<file path="config.mk">
export PLATFORM = sky130hd
export DESIGN_NAME = exec_stage_mc
export DESIGN_NICKNAME = d
export VERILOG_FILES = /design/src/rtl/exec_stage_mc.sv
export SDC_FILE = /design/constraint.sdc
export NUM_CORES = 1
export LEC_CHECK = 0
export ABC_AREA = 1
export CORE_MARGIN = 10
export CORE_UTILIZATION = 52
export CTS_BUF_LIST = sky130_fd_sc_hd__clkbuf_8 sky130_fd_sc_hd__clkbuf_16
export DETAILED_ROUTE_END_ITERATION = 10
export MAX_ROUTING_LAYER = met4
export PLACE_DENSITY = 0.75
export SYNTH_ARGS = -nofsm -noshare
export SYNTH_HDL_FRONTEND = slang
export SYNTH_SLANG_ARGS = --single-unit
</file>
<file path="constraint.sdc">
create_clock -name clk -period 3 [get_ports clk]
set_clock_uncertainty 0.1 [all_clocks]
set_input_delay 0.3 -clock clk [delete_from_list [all_inputs] [get_ports clk]]
set_output_delay 0.3 -clock clk [all_outputs]
set_load 0.01 [all_outputs]
</file>
<file path="src/rtl/exec_stage_mc.sv">
// exec_stage_mc: parametrised execute stage with registered {P,V,Z,C} flags,
// a multi-cycle shift-add multiplier and a restoring unsigned divider, and a
// valid/ready/stall handshake towards decode and memory.
//
// state | meaning
// ------+---------------------------------------------------------------
// IDLE  | accepts ops; single-cycle ops complete here
// MUL   | shift-add multiply, one product bit per cycle
// DIV   | restoring divide, one quotient bit per cycle
module exec_stage_mc #(
  parameter int DATA_W = 8,
  parameter int REG_W  = 5,
  parameter int OP_W   = 5
) (
  input  logic              clk,
  input  logic              reset,
  input  logic              in_valid,
  output logic              in_ready,
  input  logic [OP_W-1:0]   op_dec,
  input  logic [DATA_W-1:0] A,
  input  logic [DATA_W-1:0] B,
  input  logic [DATA_W-1:0] data_in,
  input  logic [REG_W-1:0]  RW_dec,
  input  logic              mem_en_dec,
  input  logic              mem_rw_dec,
  input  logic              mem_mux_sel_dec,
  input  logic              stall,
  output logic              out_valid,
  output logic [DATA_W-1:0] ans_ex,
  output logic [DATA_W-1:0] data_out,
  output logic [DATA_W-1:0] B_Bypass,
  output logic [REG_W-1:0]  RW_ex,
  output logic              mem_en_ex,
  output logic              mem_rw_ex,
  output logic              mem_mux_sel_ex,
  output logic [3:0]        flag_ex,
  output logic              busy
);

  localparam int SH_W  = $clog2(DATA_W);
  localparam int CNT_W = $clog2(DATA_W);

  typedef enum logic [1:0] {IDLE, MUL, DIV} state_t;

  state_t              state_q, state_d;
  logic [CNT_W-1:0]    cnt_q;
  logic [DATA_W-1:0]   acc_hi_q, acc_lo_q, opnd_q;
  logic [DATA_W-1:0]   pend_b_q;
  logic [REG_W-1:0]    pend_rw_q;
  logic                pend_men_q, pend_mrw_q, pend_mux_q;

  logic                accept, finish;
  logic                is_mul, is_div;
  logic [DATA_W-1:0]   sc_res;
  logic                sc_c, sc_v, sc_ld_ans, sc_ld_flags, sc_ld_dout;

  logic [DATA_W:0]     add_sum, sub_sum;
  logic [SH_W-1:0]     shamt;
  logic [DATA_W:0]     mul_sum;
  logic [DATA_W-1:0]   mul_hi_d, mul_lo_d;
  logic [DATA_W:0]     div_shift;
  logic                div_ge;
  logic [DATA_W-1:0]   div_diff, div_hi_d, div_lo_d;

  logic                produce, use_pend;
  logic [DATA_W-1:0]   res;
  logic                res_c, res_v, ld_ans, ld_flags, ld_dout;

  assign in_ready = !reset && (state_q == IDLE) && !(out_valid && stall);
  assign accept   = in_valid && in_ready;
  assign busy     = (state_q != IDLE);

  assign add_sum = {1'b0, A} + {1'b0, B};
  assign sub_sum = {1'b0, A} + {1'b0, ~B} + {{DATA_W{1'b0}}, 1'b1};
  assign shamt   = B[SH_W-1:0];

  // One multiply step: conditionally add the multiplicand, then shift right.
  assign mul_sum  = {1'b0, acc_hi_q} + (acc_lo_q[0] ? {1'b0, opnd_q} : '0);
  assign mul_hi_d = mul_sum[DATA_W:1];
  assign mul_lo_d = {mul_sum[0], acc_lo_q[DATA_W-1:1]};

  // One restoring-divide step: shift in the next dividend bit, subtract if it fits.
  assign div_shift = {acc_hi_q, acc_lo_q[DATA_W-1]};
  assign div_ge    = (div_shift >= {1'b0, opnd_q});
  assign div_diff  = div_shift[DATA_W-1:0] - opnd_q;
  assign div_hi_d  = div_ge ? div_diff : div_shift[DATA_W-1:0];
  assign div_lo_d  = {acc_lo_q[DATA_W-2:0], div_ge};

  // Opcode decode and single-cycle ALU.
  always_comb begin
    sc_res      = ans_ex;
    sc_c        = 1'b0;
    sc_v        = 1'b0;
    sc_ld_ans   = 1'b1;
    sc_ld_flags = 1'b1;
    sc_ld_dout  = 1'b0;
    is_mul      = 1'b0;
    is_div      = 1'b0;
    casez (op_dec)
      5'b0?000: begin
        sc_res = add_sum[DATA_W-1:0];
        sc_c   = add_sum[DATA_W];
        sc_v   = (A[DATA_W-1] == B[DATA_W-1]) && (add_sum[DATA_W-1] != A[DATA_W-1]);
      end
      5'b0?001: begin
        sc_res = sub_sum[DATA_W-1:0];
        sc_c   = sub_sum[DATA_W];
        sc_v   = (A[DATA_W-1] != B[DATA_W-1]) && (sub_sum[DATA_W-1] != A[DATA_W-1]);
      end
      5'b0?010: sc_res = B;
      5'b0?100: sc_res = A & B;
      5'b0?101: sc_res = A | B;
      5'b0?110: sc_res = A ^ B;
      5'b0?111: sc_res = ~B;
      5'b00011: begin
        is_mul      = 1'b1;
        sc_ld_ans   = 1'b0;
        sc_ld_flags = 1'b0;
      end
      5'b01011: begin
        is_div      = 1'b1;
        sc_ld_ans   = 1'b0;
        sc_ld_flags = 1'b0;
      end
      5'b1010?: begin
        sc_res      = A;
        sc_ld_flags = 1'b0;
      end
      5'b10110: sc_res = data_in;
      5'b10111: begin
        sc_ld_ans   = 1'b0;
        sc_ld_flags = 1'b0;
        sc_ld_dout  = 1'b1;
      end
      5'b11001: sc_res = A << shamt;
      5'b11010: sc_res = A >> shamt;
      5'b11011: sc_res = $signed(A) >>> shamt;
      default: begin
        sc_ld_ans   = 1'b0;
        sc_ld_flags = 1'b0;
      end
    endcase
  end

  // State register.
  always_ff @(posedge clk or posedge reset) begin
    if (reset) state_q <= IDLE;
    else       state_q <= state_d;
  end

  // Next-state logic; finish fires on the last iteration of MUL/DIV.
  always_comb begin
    state_d = state_q;
    finish  = 1'b0;
    case (state_q)
      IDLE: begin
        if (accept && is_mul)      state_d = MUL;
        else if (accept && is_div) state_d = DIV;
      end
      MUL, DIV: begin
        if (cnt_q == '0) begin
          finish  = 1'b1;
          state_d = IDLE;
        end
      end
      default: state_d = IDLE;
    endcase
  end

  // Iteration counter, operand latch and partial-result registers.
  always_ff @(posedge clk or posedge reset) begin
    if (reset) begin
      cnt_q    <= '0;
      acc_hi_q <= '0;
      acc_lo_q <= '0;
      opnd_q   <= '0;
    end else if (accept && is_mul) begin
      cnt_q    <= CNT_W'(DATA_W - 1);
      acc_hi_q <= '0;
      acc_lo_q <= B;
      opnd_q   <= A;
    end else if (accept && is_div) begin
      cnt_q    <= CNT_W'(DATA_W - 1);
      acc_hi_q <= '0;
      acc_lo_q <= A;
      opnd_q   <= B;
    end else if (state_q == MUL) begin
      cnt_q    <= cnt_q - CNT_W'(1);
      acc_hi_q <= mul_hi_d;
      acc_lo_q <= mul_lo_d;
    end else if (state_q == DIV) begin
      cnt_q    <= cnt_q - CNT_W'(1);
      acc_hi_q <= div_hi_d;
      acc_lo_q <= div_lo_d;
    end
  end

  // Pass-through fields captured at accept, presented when a multi-cycle op ends.
  always_ff @(posedge clk or posedge reset) begin
    if (reset) begin
      pend_b_q   <= '0;
      pend_rw_q  <= '0;
      pend_men_q <= 1'b0;
      pend_mrw_q <= 1'b0;
      pend_mux_q <= 1'b0;
    end else if (accept) begin
      pend_b_q   <= B;
      pend_rw_q  <= RW_dec;
      pend_men_q <= mem_en_dec;
      pend_mrw_q <= mem_rw_dec;
      pend_mux_q <= mem_mux_sel_dec;
    end
  end

  // Select which result (single-cycle or multi-cycle) gets written this cycle.
  always_comb begin
    produce  = 1'b0;
    use_pend = 1'b0;
    res      = sc_res;
    res_c    = sc_c;
    res_v    = sc_v;
    ld_ans   = 1'b0;
    ld_flags = 1'b0;
    ld_dout  = 1'b0;
    if (finish) begin
      produce  = 1'b1;
      use_pend = 1'b1;
      ld_ans   = 1'b1;
      ld_flags = 1'b1;
      res_c    = 1'b0;
      res_v    = 1'b0;
      if (state_q == MUL) begin
        res   = mul_lo_d;
        res_c = |mul_hi_d;
        res_v = |mul_hi_d;
      end else if (opnd_q == '0) begin
        res   = '1;
        res_c = 1'b1;
      end else begin
        res = div_lo_d;
      end
    end else if (accept && !is_mul && !is_div) begin
      produce  = 1'b1;
      ld_ans   = sc_ld_ans;
      ld_flags = sc_ld_flags;
      ld_dout  = sc_ld_dout;
    end
  end

  // Output registers; everything holds while a result waits under stall.
  always_ff @(posedge clk or posedge reset) begin
    if (reset) begin
      out_valid      <= 1'b0;
      ans_ex         <= '0;
      data_out       <= '0;
      B_Bypass       <= '0;
      RW_ex          <= '0;
      mem_en_ex      <= 1'b0;
      mem_rw_ex      <= 1'b0;
      mem_mux_sel_ex <= 1'b0;
      flag_ex        <= 4'b0000;
    end else if (produce) begin
      out_valid      <= 1'b1;
      if (ld_ans)   ans_ex   <= res;
      if (ld_flags) flag_ex  <= {^res, res_v, (res == '0), res_c};
      if (ld_dout)  data_out <= A;
      B_Bypass       <= use_pend ? pend_b_q   : B;
      RW_ex          <= use_pend ? pend_rw_q  : RW_dec;
      mem_en_ex      <= use_pend ? pend_men_q : mem_en_dec;
      mem_rw_ex      <= use_pend ? pend_mrw_q : mem_rw_dec;
      mem_mux_sel_ex <= use_pend ? pend_mux_q : mem_mux_sel_dec;
    end else if (!stall) begin
      out_valid <= 1'b0;
    end
  end

endmodule

</file>
==> results.tsv <==
stage	metric	value	unit
final_layout	leading cell types in the layout, fill and taps excluded	nand2_1, buf_4, inv_1	
global_routing	antenna violations before repair	0	
sta	Slew @ Worst Pin	712	ps
sta	Hold Violations, Final	0	
sta	crit path time final	2830	ps
global_routing	global-route wire length before repair	39000	µm
floorplanning	Die H	136	µm
final_layout	final antenna diode count	0	
clock_network	CTS H-Tree Depth	3	
worst_setup_path	Worst setup startpoint	B[4]	
clock_network	later-pin clock latency in the skew report	350	ps
yosys	number of flops mapped to enable cells by yosys	0	
yosys	syn avg cell area	6.54	µm²
clock_network	deepest clock path buffer count	2	
floorplanning	I/O Pins	80	
placement	Final Wtd Congestion	1.09	
power_and_ir_drop	Net Sw Frac	43.6	%
global_routing	GR Overflow Total	0	
power_and_ir_drop	combinational share of power	56.7	%
clock_network	Post-CTS Setup Bufs	0	
final_layout	area of the multi-input gates	4380	µm²
final_layout	share of layout cells above drive strength 1	16.1	%
power_and_ir_drop	clock network fraction of total power	15.6	%
final_layout	Fill cells	1187	
floorplanning	Starting Density	53.0	%
floorplanning	Core ar.	13200	µm²
global_routing	vias in the first global route	7601	
sta	Fmax	353	MHz
placement	pre-CTS WS	-314	ps
worst_setup_path	crit-path max FO	7	
final_layout	Synth-to-Final Area Change	31.9	%
clock_network	hold bufs inserted after CTS	0	
clock_network	cts bufs inserted	9	
final_layout	FF+latch area	2050	µm²
power_and_ir_drop	pwr dens	743	nW/µm²
final_layout	most common cell after layout, fill and taps aside	nand2_1	
yosys	Distinct cells, synth	43	
clock_network	CTS sink count	82	
worst_setup_path	crit end category	flip-flop	
worst_setup_path	R2R Path Start	opnd_q[2]$_DFFE_PP0P_	
yosys	#FFs+latches synth	82	
yosys	Cells after Synth	1074	
drt	starting DRC count in detailed routing	916	
floorplanning	Die Area	18600	µm²
sta	endpoints failing setup	0	
placement	DP Wirelength	19800	µm
power_and_ir_drop	Power Total	0.00688	W
power_and_ir_drop	sequential share of power	27.7	%
floorplanning	# rows	42	
sta	PnR worst setup slack	166	ps
clock_network	Worst-path clk slew	70	ps
drt	Post-DRT Antenna Nets	0	
outcome	outcome	completed	
clock_network	TritonCTS clock tree	done	
drt	DR DRC count	0	
worst_setup_path	Setup crit start kind	input port	
power_and_ir_drop	maximum VDD drop	0.000382	V
sta	final period utilization	94.5	%
clock_network	CTS-repair resized insts	0	
power_and_ir_drop	Int Pwr	0.00388	W
power_and_ir_drop	P_leak	4.83	nW
yosys	ys async rst share	100	%
sta	Max-slew headroom	52.5	%
yosys	Seq/Total Area, Yosys	29.2	%
floorplanning	Die X	136	µm
drt	WL final	24600	µm
worst_setup_path	Worst Path Required	3130	ps
yosys	Main synth FF type	dfrtp_1	
drt	DRT Pass-1 Iters	6	
final_layout	post-layout utilization of the core	69.9	%
global_routing	largest net degree at the start of global routing	44	
min_path	HP Class	in2async	
worst_setup_path	CP Class	in2reg	
global_routing	total track usage	27.3	%
worst_setup_path	worst path arrival time	2960	ps
run	MaxCap Viol Count	0	
drt	vias	7942	
clock_network	CTS root buf	clkbuf_16	
yosys	syn nets	1168	
yosys	Yosys warnings	0	
sta	Fin Hold WS	299	ps
yosys	Mapped Area	7020	µm²
placement	I/O Buffers	79	
drt	DR vias/cell	5.51	
power_and_ir_drop	NetSw	0.00300	W
final_layout	nets	1354	
drt	routed len/inst	17.0	µm
sta	Final Max Slew Viols	0	
## state kept, by name (all words and copies together), names as in the netlist, 2 cells and up
name / cells
B_Bypass: 8
acc_hi_q: 8
acc_lo_q: 8
ans_ex: 8
data_out: 8
opnd_q: 8
pend_b_q: 8
RW_ex: 5
pend_rw_q: 5
flag_ex: 4
cnt_q: 3
state_q: 2
## through the flow
step / TNS, ps / area, µm² / cells
after floorplan: 0 / 7020 / 1074
after global placement: -264 / 8870 / 1425
after detailed placement: -350 / 8870 / 1425
after CTS: 0 / 9160 / 1441
after global routing: -8.43 / 9260 / 1441
final: 0 / 9260 / 1441
## cells by family after synthesis
family          Yosys count  synth area share (%)
simple gates            581                  35.2
buf+inv                 173                  9.73
compound gates          169                  13.7
flops                    82                  29.2
fa+ha+maj                53                  9.87
xor+xnor                  8                 0.998
mux                       8                  1.28
## worst paths after layout
| path | end | slack (ps) | cells after the start |
|---|---|---|---|
| max | flag_ex[3]$_DFFE_PP0P_ | 170 | 18 |
| max in group asynchronous | data_out[7]$_DFFE_PP0P_ | 1830 | 3 |
| min | mem_rw_ex$_DFFE_PP0P_ | 300 | 2 |
| max reg2reg | flag_ex[3]$_DFFE_PP0P_ | 200 | 17 |
| min reg2reg | flag_ex[2]$_DFFE_PP0P_ | 380 | 2 |
| min in group clk | data_out[1]$_DFFE_PP0P_ | 360 | 4 |
## layout make-up
cell class / count / share of cell area [%]
clock buffer: 9 / 2.43
clock inverter: 7 / 0.648
inverter: 137 / 5.57
multi-input combinational: 819 / 47.3
sequential: 82 / 22.2
tap: 176 / 2.38
timing repair buffer: 211 / 19.5
## per-layer routing
metal / up-vias / track usage (%) / share of wire, %
li1: 3898 / - / -
met1: 3592 / 33.1 / 40
met2: 362 / 43.1 / 47
met3: 90 / 3.99 / 8.0
met4: 0 / 14.3 / 5.3
met5: - / - / 0
## power by group through the flow
| stage | sequential [W] | clock (W) | combinational, W |
|---|---|---|---|
| 2_1_floorplan | 0.00192 | 0 | 0.00236 |
| 3_3_place_gp | 0.00190 | 0 | 0.00369 |
| 3_5_place_dp | 0.00192 | 0 | 0.00377 |
| 4_1_cts | 0.00190 | 0.00108 | 0.00379 |
| 5_1_grt | 0.00197 | 0.00113 | 0.00437 |
| 6_report | 0.00191 | 0.00107 | 0.00390 |
## critical path: stages
cell and delay (ps):
clkdlybuf4s50_1 560, inv_1 90, ha_2 410, inv_1 70
nand2_1 60, nand2_1 80, a21oi_2 150, nand2_1 80
nand2_1 60, nand3_1 60, nand4_1 160, nand2_1 70
nand2_1 80, inv_1 50, ha_1 310, xnor2_2 140
xnor2_1 140, o21ai_0 90
## cells in the mapped netlist, types with 2 or more instances
cell type / count / area [µm²]
nor4_1: 2 / 12.5
nor3_1: 4 / 20.0
nor2_2: 10 / 62.6
inv_1: 130 / 488
o22ai_1: 8 / 50.1
nand2_2: 2 / 12.5
or2_2: 4 / 25.0
ha_1: 49 / 613
a21oi_1: 51 / 255
nand3b_1: 2 / 15.0
nand3_1: 100 / 500
and2_1: 2 / 12.5
nand2_1: 342 / 1280
fa_1: 4 / 80.1
nor2_1: 84 / 315
or2_1: 2 / 12.5
o21ai_0: 57 / 285
inv_2: 6 / 22.5
buf_4: 2 / 15.0
xor2_1: 3 / 26.3
mux2_2: 8 / 90.1
dfrtp_1: 82 / 2050
nand3_2: 2 / 20.0
o211ai_1: 8 / 60.1
xnor2_1: 5 / 43.8
o21ai_1: 8 / 40.0
a31oi_1: 17 / 106
o31ai_1: 2 / 15.0
clkbuf_1: 17 / 63.8
a21o_1: 2 / 15.0
o2111ai_1: 5 / 43.8
buf_2: 15 / 75.1
o221ai_1: 8 / 70.1
nand4_1: 22 / 138
Note: power is estimated with default switching activity, not from simulation.
